==> src/rtl/seq_detect_param_if.sv <==
// Serial bit-stream bundle for seq_detect_param.
// master: drives in/in_valid/overlap/clr_cnt; slave: returns out/match_cnt/progress.
interface seq_detect_param_if #(
  parameter int PAT_LEN = 5,
  parameter int CNT_W   = 8
);
  localparam int SW = $clog2(PAT_LEN);

  logic             in;
  logic             in_valid;
  logic             overlap;
  logic             clr_cnt;
  logic             out;
  logic [CNT_W-1:0] match_cnt;
  logic [SW-1:0]    progress;

  modport master (
    output in, in_valid, overlap, clr_cnt,
    input  out, match_cnt, progress
  );

  modport slave (
    input  in, in_valid, overlap, clr_cnt,
    output out, match_cnt, progress
  );
endinterface

==> src/rtl/seq_detect_param.sv <==
// Parametrised serial pattern detector (KMP automaton built at elaboration).
// Ports: clk, rst (sync, active-high), bus (slave: in/in_valid/overlap/clr_cnt -> out/match_cnt/progress).
module seq_detect_param #(
  parameter int                 PAT_LEN = 5,
  parameter logic [PAT_LEN-1:0] PATTERN = 5'b11011,
  parameter int                 CNT_W   = 8
) (
  input  logic               clk,
  input  logic               rst,
  seq_detect_param_if.slave  bus
);
  localparam int SW = $clog2(PAT_LEN);
  localparam int NS = 1 << SW;

  if (PAT_LEN < 2 || PAT_LEN > 16) begin : g_bad
    $fatal(1, "seq_detect_param: PAT_LEN must be 2..16");
  end

  // Next matched-prefix length after bit b in state s.
  // Returns PAT_LEN when b completes the pattern.
  function automatic int nxt_fn(int s, logic b);
    logic [16:0] seq;
    int          res;
    logic        ok;
    seq = '0;
    res = 0;
    if (b == PATTERN[PAT_LEN-1-s]) begin
      res = s + 1;
    end else begin
      for (int i = 0; i < s; i++)
        seq[i] = PATTERN[PAT_LEN-1-i];
      seq[s] = b;
      // ascending scan keeps the longest border
      for (int k = 1; k <= s; k++) begin
        ok = 1'b1;
        for (int i = 0; i < k; i++)
          if (seq[s+1-k+i] != PATTERN[PAT_LEN-1-i])
            ok = 1'b0;
        if (ok) res = k;
      end
    end
    return res;
  endfunction

  // Longest proper border of the whole pattern.
  function automatic int border_fn();
    int   res;
    logic ok;
    res = 0;
    for (int k = 1; k < PAT_LEN; k++) begin
      ok = 1'b1;
      for (int i = 0; i < k; i++)
        if (PATTERN[k-1-i] != PATTERN[PAT_LEN-1-i])
          ok = 1'b0;
      if (ok) res = k;
    end
    return res;
  endfunction

  localparam logic [SW-1:0] F = SW'(border_fn());

  logic [SW-1:0] nx0 [NS];
  logic [SW-1:0] nx1 [NS];
  logic [NS-1:0] hit0;
  logic [NS-1:0] hit1;

  for (genvar s = 0; s < NS; s++) begin : g_tbl
    if (s < PAT_LEN) begin : g_v
      localparam int N0 = nxt_fn(s, 1'b0);
      localparam int N1 = nxt_fn(s, 1'b1);
      localparam int V0 = (N0 >= PAT_LEN) ? 0 : N0;
      localparam int V1 = (N1 >= PAT_LEN) ? 0 : N1;
      assign nx0[s]  = SW'(V0);
      assign nx1[s]  = SW'(V1);
      assign hit0[s] = (N0 >= PAT_LEN);
      assign hit1[s] = (N1 >= PAT_LEN);
    end else begin : g_x
      assign nx0[s]  = '0;
      assign nx1[s]  = '0;
      assign hit0[s] = 1'b0;
      assign hit1[s] = 1'b0;
    end
  end

  logic [SW-1:0]    state_q, state_d;
  logic             out_q, out_d;
  logic [CNT_W-1:0] cnt_q, cnt_d;
  logic             hit;
  logic [SW-1:0]    nxt;

  always_comb begin
    hit = bus.in ? hit1[state_q] : hit0[state_q];
    nxt = bus.in ? nx1[state_q] : nx0[state_q];
  end

  always_comb begin
    state_d = state_q;
    out_d   = 1'b0;
    cnt_d   = cnt_q;
    if (bus.in_valid) begin
      if (hit) begin
        out_d   = 1'b1;
        state_d = bus.overlap ? F : '0;
        if (cnt_q != '1)
          cnt_d = cnt_q + CNT_W'(1);
      end else begin
        state_d = nxt;
      end
    end
    if (bus.clr_cnt)
      cnt_d = '0;
  end

  always_ff @(posedge clk) begin
    if (rst) begin
      state_q <= '0;
      out_q   <= 1'b0;
      cnt_q   <= '0;
    end else begin
      state_q <= state_d;
      out_q   <= out_d;
      cnt_q   <= cnt_d;
    end
  end

  assign bus.out       = out_q;
  assign bus.match_cnt = cnt_q;
  assign bus.progress  = state_q;
endmodule

==> src/flat_wrapper.sv <==
// flat-port wrapper written by rule: the top's interface ports become plain ports
module seq_detect_param_flat 
#(
  parameter int                 PAT_LEN = 5,
  parameter logic [PAT_LEN-1:0] PATTERN = 5'b11011,
  parameter int                 CNT_W   = 8
)
  (clk, rst, bus_in, bus_in_valid, bus_overlap, bus_clr_cnt, bus_out, bus_match_cnt, bus_progress);
  seq_detect_param_if #(.PAT_LEN(PAT_LEN), .CNT_W(CNT_W)) bus_i ();
  input  logic clk;
  input  logic rst;
  input wire logic [$bits(bus_i.in)-1:0] bus_in;
  input wire logic [$bits(bus_i.in_valid)-1:0] bus_in_valid;
  input wire logic [$bits(bus_i.overlap)-1:0] bus_overlap;
  input wire logic [$bits(bus_i.clr_cnt)-1:0] bus_clr_cnt;
  output wire logic [$bits(bus_i.out)-1:0] bus_out;
  output wire logic [$bits(bus_i.match_cnt)-1:0] bus_match_cnt;
  output wire logic [$bits(bus_i.progress)-1:0] bus_progress;
  assign bus_i.in = bus_in;
  assign bus_i.in_valid = bus_in_valid;
  assign bus_i.overlap = bus_overlap;
  assign bus_i.clr_cnt = bus_clr_cnt;
  assign bus_out = bus_i.out;
  assign bus_match_cnt = bus_i.match_cnt;
  assign bus_progress = bus_i.progress;
  seq_detect_param #(.PAT_LEN(PAT_LEN), .PATTERN(PATTERN), .CNT_W(CNT_W)) u_core (.clk(clk), .rst(rst), .bus(bus_i));
endmodule
==> config.mk <==
export PLATFORM = sky130hd
export DESIGN_NAME = seq_detect_param_flat
export DESIGN_NICKNAME = d
export VERILOG_FILES = /design/src/rtl/seq_detect_param_if.sv /design/src/rtl/seq_detect_param.sv /design/src/flat_wrapper.sv
export SDC_FILE = /design/constraint.sdc
export NUM_CORES = 1
export LEC_CHECK = 0
export ABC_AREA = 0
export ABC_CLOCK_PERIOD_IN_PS = 1350
export BUFFER_PORTS_ARGS = -buffer_cell sky130_fd_sc_hd__buf_2
export CORE_UTILIZATION = 44
export DETAILED_ROUTE_END_ITERATION = 8
export PLACE_DENSITY = 0.77
export SLEW_MARGIN = 20
export SYNTH_ARGS = -nofsm -noshare
export SYNTH_HDL_FRONTEND = slang
export SYNTH_SLANG_ARGS = --single-unit
==> constraint.sdc <==
create_clock -name clk -period 1.35 [get_ports clk]
set_clock_uncertainty 0.05 [all_clocks]
set_input_delay 0.3375 -clock clk [delete_from_list [all_inputs] [get_ports clk]]
set_output_delay 0.3375 -clock clk [all_outputs]
set_load 0.05 [all_outputs]
==> out/summary.txt <==
========================================================================================
CTS Hold Bufs .............................................................            0
Total Routed Length .......................................................      1.36 mm
Async set or reset register ratio after synthesis .........................            0
First-pass GRT wire length ................................................      1.93 mm
Total GRT Usage ...........................................................        0.186
Die boundary height .......................................................      40.4 um
Result of the run ......................................................... finished with violations
DRC Markers ...............................................................            0
Arrival time of the worst setup path ......................................      1460 ps
Placed Cells ..............................................................          102
Share of final-layout standard cells stronger than drive strength 1 .......        0.505
Clock tree from TritonCTS .................................................          yes
Static leakage power ......................................................     0.391 nW
Clk root buf ..............................................................     clkbuf_4
Standard-cell row count ...................................................           13
Total half-perimeter wirelength after legalization and detailed placement .      1000 um
Number of antenna violations at the first check in global routing .........            0
Leading cell types in the layout, fill and taps excluded .................. buf_2, nor2_1, buf_4, dfxtp_4, xor2_1
Required time at the endpoint of the critical path ........................      1450 ps
Top_reg_cell synth ........................................................      dfxtp_1
Count of placed standard cells in the final layout, fillers left out ......          108
Detail Route Antenna Nets .................................................            0
Clock buffer count from CTS ...............................................            3
Unrepaired setup endpoints after global routing ...........................          yes
Post-Route Setup TNS ......................................................     -8.20 ps
Slowest cell on the critical path .........................................      dfxtp_4
List of cells traversed by the critical path .............................. inv_4, ha_4, nor2b_4, a21oi_2, o211a_1, o311a_1
GPL Wtd Cong ..............................................................        0.642
Router iterations before antenna repair ...................................            4
H-tree lvl count ..........................................................            1
Ratio of routed vias to standard cells ....................................         5.25
Routed WL per cell ........................................................      12.6 um
EDFF count, synth .........................................................            0
Max-capacitance violation count ...........................................            0
Stage delay of the slowest cell on the critical path ......................       350 ps
Class of the tightest hold or removal check ...............................       in2reg
Max Fanout on Critical Path ...............................................            3
Cell Area, Synth ..........................................................     648 um^2
Core area ................................................................. 0.00133 mm^2
Critical Path End Type ....................................................     register
Maximum operating frequency ...............................................      736 MHz
Area added between synthesis and finish ...................................        42.9%
Time the worst path needs with I/O delays and setup .......................      1360 ps
Number of global-route vias before repair .................................          484
Area after detailed placement .............................................     842 um^2
Synth unique cells ........................................................           31
Remaining global-route overflow ...........................................            0
Sequential-to-total area share from yosys stat ............................        0.402
Clock transition at the registers of the reported paths ...................        70 ps
Category of the most critical setup path ..................................      reg2reg
Post-Layout Inst Area .....................................................     926 um^2
Worst Max-Slew Pin Slew ...................................................       275 ps
Final setup margin ........................................................     -8.20 ps
PD cells ..................................................................  777 mW/mm^2
Category of the worst setup path launch point .............................     register
Initial Util ..............................................................        0.486
Yosys reg bits ............................................................           13
Share of the clock period used by the worst path after layout .............         1.01
Synthesized area per cell .................................................    9.53 um^2
Final count of negative-setup-slack endpoints .............................            1
Violations in the final reports ........................................... negative setup slack
Max-slew violation count ..................................................            0
Count of warnings emitted by yosys ........................................            0
Clock latency reported for the late side of the worst-skew pair ...........       270 ps
Count of vias placed by the detailed router ...............................          567
PortBufs ..................................................................           17
Pin count of the biggest net entering global routing ......................            9
Sink Count ................................................................           13
Max rail drop VDD .........................................................     0.738 mV
Number of DRC markers in iteration 0 ......................................           12
Worst slew margin relative to its limit ...................................        0.816
Gate count of the mapped netlist ..........................................           68
Maximum buffer depth of the clock tree ....................................            2
Floorplan die width .......................................................      40.4 um
I/O pin count .............................................................           18
Total Nets Final ..........................................................          104
Number of diodes ..........................................................            0
Final number of hold-violating endpoints ..................................            0
Most common library cell in the layout ignoring fill and taps .............        buf_2
Die Outline Area .......................................................... 0.00163 mm^2
Mapped Nets ...............................................................           78
========================================================================================
-- Yosys cell counts, drive strengths merged (2+ instances only) --
cell | instances | share of area
dfxtp | 13 | 0.40
nor2 | 10 | 0.058
xor2 | 6 | 0.081
ha | 4 | 0.077
a21oi | 3 | 0.023
and3 | 2 | 0.019
buf | 2 | 0.023
inv | 2 | 0.012
nand3 | 2 | 0.015
nor2b | 2 | 0.019
o2111ai | 2 | 0.027
o211ai | 2 | 0.023
-- worst max-delay path, delay by kind of cell (launching register included) --
| kind | cells | cell delay, ps |
|---|---|---|
| AOI/OAI and AO/OA | 3 | 530 |
| DFF | 1 | 350 |
| and+or+nand+nor | 1 | 140 |
| adders and majority gates | 1 | 110 |
| buffers and inverters | 1 | 70 |
-- kinds of logic (layout without fill, tap and decap cells) --
logic type,count (synthesis),in the layout,share of synthesized area
AOI/OAI and AO/OA,11,11,0.131
adders and majority gates,4,4,0.0772
and+or+nand+nor,28,28,0.245
muxes,1,1,0.0154
buffers and inverters,4,29,0.0347
DFF,13,13,0.402
xor gates and xnor gates,7,7,0.0946
-- registers in the layout, summed over array words and instances (netlist names), named ones only --
register / cells
u_core.bus.match_cnt: 8
u_core.bus.out: 1
u_core.bus.progress: 3
-- what timing repair did --
| action | CTS | global route |
|---|---|---|
| pin swaps | 3 | 10 |
| endpoints found under the setup margin | 3 | 12 |
| setup buffers | 1 | 1 |
| gates resized for setup | 8 | 4 |
-- area by class of cell --
class / count / area [um^2]
sequential: 13 / 293
timing repair buffer: 23 / 144
fill: 112 / 408
inverter: 2 / 12.5
tap: 15 / 18.8
clock buffer: 4 / 26.3
multi-input combinational: 51 / 432
-- metal layers --
metal,vias up,GRT usage,part of all wire
met3,2,0.0500,0.044
met1,252,0.209,0.43
met4,0,0.0750,0.0059
met5,-,0,0
li1,294,-,-
met2,19,0.325,0.52
-- power by group --
group | leakage, nW | switching (mW) | total, mW | internal (mW)
clock network | 0.0150 | 0.120 | 0.234 | 0.114
logic | 0.264 | 0.0562 | 0.104 | 0.0481
registers | 0.112 | 0.00631 | 0.381 | 0.375
-- stage by stage --
stage	util	hold slack [ps]	power, mW	setup slack [ps]
global route	0.694	256	0.753	-78.8
global placement	0.631	444	0.469	-41.4
detailed placement	0.631	453	0.474	-71.2
finish	0.694	257	0.719	-8.20
floorplan	-	350	0.438	-130
CTS	0.682	250	0.723	-26.3
-- final timing paths --
kind | slack [ps] | to | startpoint | cells past startpoint
min | 260 | u_core.bus.progress[1]$_SDFFE_PP0P_ | rst | 2
min reg2reg | 470 | u_core.bus.match_cnt[7]$_SDFFE_PP0P_ | u_core.bus.match_cnt[7]$_SDFFE_PP0P_ | 2
max | -8 | register | u_core.bus.progress[0]$_SDFFE_PP0P_ | 6
max reg2reg | -8 | register | u_core.bus.progress[0]$_SDFFE_PP0P_ | 6
(Power assumes the default switching activity.)
